`src/rtl/cola_pkg.sv`:
```
// cola_pkg: dispenser state encoding and small helpers.
// Shared with the vending-FSM bench for state decode.
package cola_pkg;

  typedef logic [2:0] state_t;

  localparam state_t IDLE      = 3'd0;
  localparam state_t RUN       = 3'd1;
  localparam state_t WAIT_DROP = 3'd2;
  localparam state_t GAP       = 3'd3;
  localparam state_t FAULT     = 3'd4;

  function automatic int max3(int a, int b, int c);
    int m;
    m = (a > b) ? a : b;
    return (m > c) ? m : c;
  endfunction

endpackage

```
`src/rtl/drop_sync_edge.sv`:
```
// drop_sync_edge: two-flop synchronizer for the raw drop sensor
// plus a rising-edge pulse taken from the synchronized level.
module drop_sync_edge (
  input  logic sys_clk,
  input  logic sys_rst,
  input  logic pi_drop,
  output logic po_rise
);

  logic drop_meta;
  logic drop_sync;
  logic drop_prev;

  // synchronizer chain and edge-detect history
  always_ff @(posedge sys_clk) begin
    if (sys_rst) begin
      drop_meta <= 1'b0;
      drop_sync <= 1'b0;
      drop_prev <= 1'b0;
    end else begin
      drop_meta <= pi_drop;
      drop_sync <= drop_meta;
      drop_prev <= drop_sync;
    end
  end

  assign po_rise = drop_sync & ~drop_prev;

endmodule

```
`src/rtl/cola_dispenser.sv`:
```
// cola_dispenser: queues vend requests, runs the motor per can,
// confirms each drop and latches a fault on a missing can.
module cola_dispenser
  import cola_pkg::*;
#(
  parameter int MOTOR_CYC    = 50,
  parameter int DROP_TIMEOUT = 200,
  parameter int GAP_CYC      = 10,
  parameter int PEND_W       = 3
) (
  input  logic              sys_clk,
  input  logic              sys_rst,
  input  logic              pi_cola,
  input  logic              pi_drop,
  input  logic              pi_fault_clr,
  output logic              po_motor,
  output logic              po_busy,
  output logic              po_done,
  output logic              po_fault,
  output logic              po_overflow,
  output logic [PEND_W-1:0] po_pend
);

  localparam int CNT_MAX = max3(MOTOR_CYC, DROP_TIMEOUT, GAP_CYC);
  localparam int CNT_W   = $clog2(CNT_MAX + 1);

  localparam logic [CNT_W-1:0] RUN_LAST  = CNT_W'(MOTOR_CYC - 1);
  localparam logic [CNT_W-1:0] WAIT_LAST = CNT_W'(DROP_TIMEOUT - 1);
  localparam logic [CNT_W-1:0] GAP_LAST  = CNT_W'(GAP_CYC - 1);

  localparam logic [PEND_W-1:0] PEND_MAX = '1;

  state_t             state;
  state_t             state_nxt;
  logic [CNT_W-1:0]   cnt;
  logic               drop_seen;
  logic               drop_rise;
  logic               done_nxt;
  logic [PEND_W-1:0]  pend;
  logic [PEND_W-1:0]  pend_nxt;
  logic               pend_dec;
  logic               ovf_nxt;

  drop_sync_edge u_drop (
    .sys_clk (sys_clk),
    .sys_rst (sys_rst),
    .pi_drop (pi_drop),
    .po_rise (drop_rise)
  );

  // state register, shared cycle counter and drop latch
  always_ff @(posedge sys_clk) begin
    if (sys_rst) begin
      state     <= IDLE;
      cnt       <= '0;
      drop_seen <= 1'b0;
    end else begin
      state <= state_nxt;
      if (state_nxt != state)
        cnt <= '0;
      else if (state != IDLE && state != FAULT)
        cnt <= cnt + 1'b1;
      if (state_nxt == GAP)
        drop_seen <= 1'b0;
      else if (state == RUN && drop_rise)
        drop_seen <= 1'b1;
    end
  end

  // next-state decode; a drop edge beats a same-cycle timeout
  always_comb begin
    state_nxt = state;
    done_nxt  = 1'b0;
    unique case (state)
      IDLE: begin
        if (pend != '0)
          state_nxt = RUN;
      end
      RUN: begin
        if (cnt == RUN_LAST) begin
          if (drop_seen || drop_rise) begin
            state_nxt = GAP;
            done_nxt  = 1'b1;
          end else begin
            state_nxt = WAIT_DROP;
          end
        end
      end
      WAIT_DROP: begin
        if (drop_rise) begin
          state_nxt = GAP;
          done_nxt  = 1'b1;
        end else if (cnt == WAIT_LAST) begin
          state_nxt = FAULT;
        end
      end
      GAP: begin
        if (cnt == GAP_LAST)
          state_nxt = IDLE;
      end
      FAULT: begin
        if (pi_fault_clr)
          state_nxt = IDLE;
      end
      default: state_nxt = IDLE;
    endcase
  end

  // pending queue: saturating up/down count with overflow flag
  always_comb begin
    pend_dec = (state == IDLE) && (pend != '0);
    pend_nxt = pend;
    ovf_nxt  = 1'b0;
    if (pi_cola && !pend_dec) begin
      if (pend == PEND_MAX)
        ovf_nxt = 1'b1;
      else
        pend_nxt = pend + 1'b1;
    end else if (!pi_cola && pend_dec) begin
      pend_nxt = pend - 1'b1;
    end
  end

  // registered outputs derived from the upcoming state
  always_ff @(posedge sys_clk) begin
    if (sys_rst) begin
      po_motor    <= 1'b0;
      po_busy     <= 1'b0;
      po_done     <= 1'b0;
      po_fault    <= 1'b0;
      po_overflow <= 1'b0;
      pend        <= '0;
    end else begin
      po_motor    <= (state_nxt == RUN);
      po_busy     <= (state_nxt != IDLE);
      po_done     <= done_nxt;
      po_fault    <= (state_nxt == FAULT);
      po_overflow <= ovf_nxt;
      pend        <= pend_nxt;
    end
  end

  assign po_pend = pend;

endmodule

```
`config.mk`:
```
export PLATFORM = sky130hd
export DESIGN_NAME = cola_dispenser
export DESIGN_NICKNAME = d
export VERILOG_FILES = /design/src/rtl/cola_pkg.sv /design/src/rtl/drop_sync_edge.sv /design/src/rtl/cola_dispenser.sv
export SDC_FILE = /design/constraint.sdc
export NUM_CORES = 1
export LEC_CHECK = 0
export BUFFER_PORTS_ARGS = -buffer_cell sky130_fd_sc_hd__clkbuf_2
export CORE_MARGIN = 2
export CORE_UTILIZATION = 45
export DETAILED_ROUTE_END_ITERATION = 16
export PLACE_DENSITY = 0.7
export SLEW_MARGIN = 5
export SYNTH_ARGS = -nofsm -noshare
export SYNTH_HDL_FRONTEND = slang
export SYNTH_SLANG_ARGS = --single-unit
```
`constraint.sdc`:
```
create_clock -name sys_clk -period 4 [get_ports sys_clk]
set_input_delay 0.6 -clock sys_clk [delete_from_list [all_inputs] [get_ports sys_clk]]
set_output_delay 0.6 -clock sys_clk [all_outputs]
set_load 0.02 [all_outputs]
```
==> results by group, run 1 <==
Die
  • Die area: 2920 um^2
  • DIE HEIGHT: 54.1 um
  • Placeable Area: 2430 um^2
  • Die Wd: 54.1 um
  • Starting Density: 46.3%
  • Rows: 18
  • IO Pins: 13

Pwr
  • Maximum vdd drop: 468 uV
  • Switching share of power: 40.0%
  • Pint: 0.449 mW
  • PwrDens: 608 nW/um^2
  • Tot Pwr: 0.747 mW
  • LEAKAGE: 0.473 nW
  • Sequential Power Share: 41.7%
  • Part of the power in combinational logic: 43.7%
  • Clock share of power: 14.6%
  • NetSw: 0.299 mW

STA
  • Hold slack: 0.455 ns
  • Fin crit share: 49.1%
  • Max Clk Rate: 509 MHz
  • Final count of hold timing violations: 0
  • Setup TNS: 0 ns
  • Final Skew: 0.00618 ns
  • Fin crit period: 1.97 ns
  • Worst slew pin tran: 0.409 ns
  • Unrepaired setup endpoints after global routing: no
  • Max Slew Vio Count: 0
  • Slew HR: 72.7%
  • Setup Viol. Count Final: 0

Finish
  • Fraction of layout cells with a size suffix above 1: 19.5%
  • Largest Register: cnt
  • Nets: 137
  • Fill cell count: 236
  • Ant diodes: 0
  • Max reg flops: 8
  • Finished Core Util: 50.5%
  • Area Overhead vs Synth: 8.99%

Synth
  • Main synth FF type: dfxtp_1
  • Synth Area in Simple Gates: 30.0%
  • Seq/Total Area, Yosys: 40.8%
  • Complex-gate fraction of the synthesized area: 12.8%
  • Mapped cell area: 1130 um^2
  • Syn_nets: 123
  • Combinational family with the most area after synthesis: simple AND/OR/NAND/NOR gates
  • Most frequent cell after synthesis: dfxtp_1
  • Async set-reset flop share out of synthesis: 0%
  • Syn Area/Cell: 9.80 um^2
  • Synth area leaders: dfxtp_1 (41%), nor2_1 (5.3%), xor2_1 (4.7%)
  • Proportion of synthesized area in mux cells: 2.77%
  • Unique cell type count in the Yosys netlist: 41
  • #FFs+latches synth: 23
  • Synth area leader: dfxtp_1
  • Commonest cells in the netlist: dfxtp_1 (23), nor2_1 (16), nand2_1 (9), nor2b_1 (6), xor2_1 (6)
  • Synth top area share: 40.8%
  • Adder-cell share of the synthesized area: 4.00%
  • Post-synth EDFFs: 0
  • Post-Syn Instances: 115
  • Post-Synth XOR/XNOR Area: 6.99%
  • Ys Warns: 0

Worst setup path
  • Launch point of the worst reg-to-reg path: state[1]
  • Crit path max fanout: 9
  • Worst EP arrival: 2.18 ns
  • Type of destination of the critical path: flop
  • Reg-to-Reg End: po_pend[2]
  • Data required, critical path: 4.21 ns
  • Startpoint types: flop
  • R2r setup slk: 2.03 ns
  • FF-to-FF path depth: 7
  • Worst Setup Path Type: reg -> reg

Place
  • I/O Buffers: 12
  • Post-detail-place hpwl: 1.49 mm
  • RePlAce Congestion: 0.930

Drt
  • Vias: 867
  • DRC: 0
  • Vias per cell: 5.49
  • DR iter-0 viols: 16
  • Drt total wl: 2.04 mm
  • DR pass1 iterations: 4
  • Post-DRT Antenna Nets: 0
  • WL/cell: 12.9 um

Global routing
  • First-pass GRT wire length: 3.67 mm
  • GRT Overall Usage: 17.6%
  • Largest net degree at the start of global routing: 17
  • Vias in the first global route: 819
  • GRT Residual Overflow: 0
  • Initial antenna violation count: 0

Clock network
  • CTS max path bufs: 2
  • Worst-path clk slew: 0.13 ns
  • Clock latency at the later pin of the worst-skew pair: 0.32 ns
  • Post-cts resize count: 0
  • Num CTS Buffers: 3
  • Number of setup buffers added after CTS: 0
  • Cts hold-fix bufs: 0
  • CTS tree: built
  • # H-tree levels: 1
  • # clock sinks: 23
  • Root Buffer: clkbuf_4

Hold path
  • Hold Path Origin: u_drop.drop_meta
  • Hold Path Class: reg -> reg
  • Hold Path Sink: u_drop.drop_sync
  • Hold path cells: 1

Outcome
  • Status: completed

Flow run
  • Max-cap violations: 0
metal layers:
metal,part of all wire [%],routed length [um],track usage (%)
met5,0,0,0
met4,1.4,28,6.25
met3,4.0,81,5.83
met2,46,934,27.6
met1,49,997,22.6
power groups by stage:
| stage | Sequential, mW | Clock (mW) | Combinational, mW |
|---|---|---|---|
| global route | 0.318 | 0.125 | 0.364 |
| CTS | 0.312 | 0.115 | 0.331 |
| floorplan | 0.340 | 0 | 0.241 |
| finish | 0.312 | 0.109 | 0.326 |
| detailed placement | 0.317 | 0 | 0.328 |
| global placement | 0.315 | 0 | 0.318 |
area by class of cell:
cell class / instances / area [um^2] / share of cell area [%]
multi-input combinational: 87 / 637 / 51.8
sequential: 23 / 460 / 37.5
timing repair buffer: 12 / 60.1 / 4.89
tap: 30 / 37.5 / 3.05
clock buffer: 4 / 26.3 / 2.14
inverter: 2 / 7.51 / 0.611
critical path, stage by stage, from the launching register on:
cell	delay [ns]
dfxtp_1	0.48
or2_1	0.41
o31ai_2	0.14
fa_1	0.41
nor2_1	0.10
o2bb2ai_1	0.13
xnor2_1	0.14
nor2_1	0.05
cell usage in the layout, fill, tap and decap left out, types with 3 or more instances in the layout:
| cell type | n |
|---|---|
| dfxtp_1 | 23 |
| nor2_1 | 16 |
| clkbuf_2 | 12 |
| nand2_1 | 9 |
| xor2_1 | 6 |
| nor2b_1 | 6 |
| a21oi_1 | 4 |
| nor3b_1 | 3 |
| nand4_1 | 3 |
| nor3_1 | 3 |
| xnor2_1 | 3 |
| clkbuf_4 | 3 |
how the worst max path moves through the flow:
stage | from | slack, ns | cells past startpoint | to
2_1_floorplan | po_pend[0] | 2.25 | 7 | po_pend[2]
3_3_place_gp | state[1] | 2.15 | 7 | po_pend[2]
3_5_place_dp | state[1] | 2.06 | 7 | po_pend[2]
4_1_cts | state[1] | 2.04 | 7 | po_pend[2]
5_1_grt | state[1] | 1.85 | 7 | po_pend[2]
6_report | state[1] | 2.03 | 7 | po_pend[2]
stage by stage:
stage	area, um^2	worst slack [ns]	std cells
floorplan	1130	2.25	115
global placement	1200	2.15	154
detailed placement	1200	2.06	154
CTS	1230	2.04	158
global route	1230	1.85	158
finish	1230	2.03	158
logic make-up after synthesis:
logic type | count (synthesis)
compound gates | 17
xor+xnor | 9
fa+ha+maj | 3
buf+inv | 5
flops | 23
mux | 3
simple gates | 55
No activity file was read; power rests on OpenSTA's default activity.
==> run 2, diff against run 1 <==
==> constraint.sdc (replaced) <==
create_clock -name sys_clk -period 1.9 [get_ports sys_clk]
set_input_delay 0.285 -clock sys_clk [delete_from_list [all_inputs] [get_ports sys_clk]]
set_output_delay 0.285 -clock sys_clk [all_outputs]
set_load 0.02 [all_outputs]
==> run 2 against run 1 <==
  * Global-route usage is 1.4 points lower
  * Sequential power is 110% higher
  * Final area is 4.6% higher
  * Clock-buffer cell count stayed put
  * Non-clock buffer count is 4 higher
  * Sequential share of layout area is 1.5 points lower
  * Clock skew is 0.0029 ns lower
  * Cell count is 2.5% higher
  * Flip-flop and latch count stayed put
  * Power is 120% higher
  * Routed wire length is 2.6% lower
  * Critical path type unchanged
  * Largest cell class unchanged
  * Largest power group unchanged
  * Highest routed layer unchanged
==> results by group, run 2 (synthesis results as in run 1) <==
Hold path
  • Hold Path Class: in -> reg
  • Hold path cells: 2
  • Hold Path Origin: pi_drop
  • Hold Path Sink: u_drop.drop_meta

Finish
  • Most common cell after layout, fill and taps aside: dfxtp_1
  • Largest Register: cnt
  • Most frequent cells in the layout: dfxtp_1 (22), nor2_1 (16), clkbuf_2 (12)
  • Nets: 141
  • Fill cell count: 245
  • Ant diodes: 0
  • Area of the multi-input gates: 662 um^2
  • Area Overhead vs Synth: 14.0%
  • Finished Core Util: 52.8%
  • Max reg flops: 8
  • FF/Latch Area: 462 um^2
  • Fraction of layout cells with a size suffix above 1: 25.0%

Global routing
  • First-pass GRT wire length: 3.44 mm
  • Vias in the first global route: 818
  • Initial antenna violation count: 0
  • Largest net degree at the start of global routing: 17
  • GRT Overall Usage: 16.3%
  • GRT Residual Overflow: 0

Worst setup path
  • Reg-to-Reg End: po_busy
  • Worst EP arrival: 1.97 ns
  • Startpoint types: flop
  • Type of destination of the critical path: flop
  • R2r setup slk: 0.12 ns
  • Crit path max fanout: 4
  • FF-to-FF path depth: 7
  • Data required, critical path: 2.09 ns
  • Launch point of the worst reg-to-reg path: cnt[0]
  • Worst Setup Path Type: reg -> reg

STA
  • Fin crit share: 93.5%
  • Slew HR: 70.3%
  • Final Skew: 0.00328 ns
  • Max Clk Rate: 563 MHz
  • Max Slew Vio Count: 0
  • Final count of hold timing violations: 0
  • Setup Viol. Count Final: 0
  • Fin crit period: 1.78 ns
  • Worst slew pin tran: 0.445 ns

Pwr
  • Sequential Power Share: 39.9%
  • Part of the power in combinational logic: 46.8%
  • Tot Pwr: 1.65 mW
  • Pint: 1.01 mW
  • NetSw: 0.643 mW
  • PwrDens: 1280 nW/um^2
  • Switching share of power: 39.0%
  • Clock share of power: 13.3%
  • LEAKAGE: 0.503 nW
  • Maximum vdd drop: 938 uV

Clock network
  • # clock sinks: 23
  • CTS max path bufs: 2
  • Worst-path clk slew: 0.12 ns
  • # H-tree levels: 1
  • Root Buffer: clkbuf_4
  • Num CTS Buffers: 3
  • Clock latency at the later pin of the worst-skew pair: 0.30 ns
  • CTS tree: built

Drt
  • Vias per cell: 5.25
  • DR iter-0 viols: 12
  • DRC: 0
  • DR pass1 iterations: 4
  • Drt total wl: 1.99 mm
  • WL/cell: 12.3 um
  • Vias: 850
  • Post-DRT Antenna Nets: 0

Place
  • RePlAce Congestion: 0.860
  • Post-detail-place hpwl: 1.51 mm
  • I/O Buffers: 12

Die
  • Die area: 2920 um^2
  • IO Pins: 13
  • Rows: 18
  • Starting Density: 46.3%
  • DIE HEIGHT: 54.1 um
  • Die Wd: 54.1 um
  • Placeable Area: 2430 um^2

Flow run
  • Max-cap violations: 0

Outcome
  • Status: completed
-- run 2: worst max-delay path by stage --
| stage | cells after the start | startpoint | to | slack [ns] |
|---|---|---|---|---|
| final | 7 | cnt[0] | po_busy | 0.12 |
| after global routing | 7 | state[0] | po_pend[2] | -0.01 |
| after CTS | 7 | state[1] | po_pend[2] | 0.06 |
| after detailed placement | 5 | state[1] | po_pend[1] | 0.09 |
| after global placement | 5 | state[1] | po_pend[1] | 0.11 |
| after floorplan | 7 | po_pend[0] | po_pend[2] | 0.15 |
-- run 2: layout make-up --
| cell class | count | area share (%) |
|---|---|---|
| clock buffers | 4 | 2.04 |
| repair buffers | 16 | 7.01 |
| well taps | 30 | 2.92 |
| inverters | 2 | 0.584 |
| flip-flops and latches | 23 | 35.9 |
| multi-input cells | 87 | 51.5 |
-- run 2: what timing repair did --
item / CTS / global route
endpoints found under the setup margin: 0 / 10
buffers inserted: 0 / 2
resized for setup: 0 / 5
hold buffers: 0 / 0
-- run 2: power by group through the flow --
stage	sequential [mW]	clock, mW	combinational [mW]
CTS	0.658	0.237	0.735
global route	0.673	0.245	0.852
global placement	0.661	0	0.715
finish	0.658	0.219	0.773
detailed placement	0.669	0	0.733
floorplan	0.715	0	0.508
-- run 2: per-layer routing --
layer  routed length, um  up-vias  track usage (%)
li1                    -      439                -
met1                 962      397             20.4
met2                 962       12             27.0
met3                  51        2             2.50
met4                  11        0             7.92
met5                   0        -                0
-- run 2: worst max-delay path, stage by stage (launching register included) --
cell and delay, ns:
dfxtp_1 0.41, ha_1 0.17, nor4b_4 0.28, buf_4 0.18
nand2_1 0.06, a21oi_1 0.19, nor3b_2 0.27, a31oi_1 0.11
-- run 2: per-stage QoR --
stage | worst slack [ns] | std cells | area (um^2) | hold WS (ns) | TNS (ns)
after floorplan | 0.146 | 115 | 1130 | 0.357 | 0
after global placement | 0.114 | 156 | 1220 | 0.435 | 0
after detailed placement | 0.0942 | 156 | 1220 | 0.435 | 0
after CTS | 0.0638 | 160 | 1240 | 0.176 | 0
after global routing | -0.0109 | 162 | 1280 | 0.203 | -0.0183
final | 0.124 | 162 | 1280 | 0.186 | 0
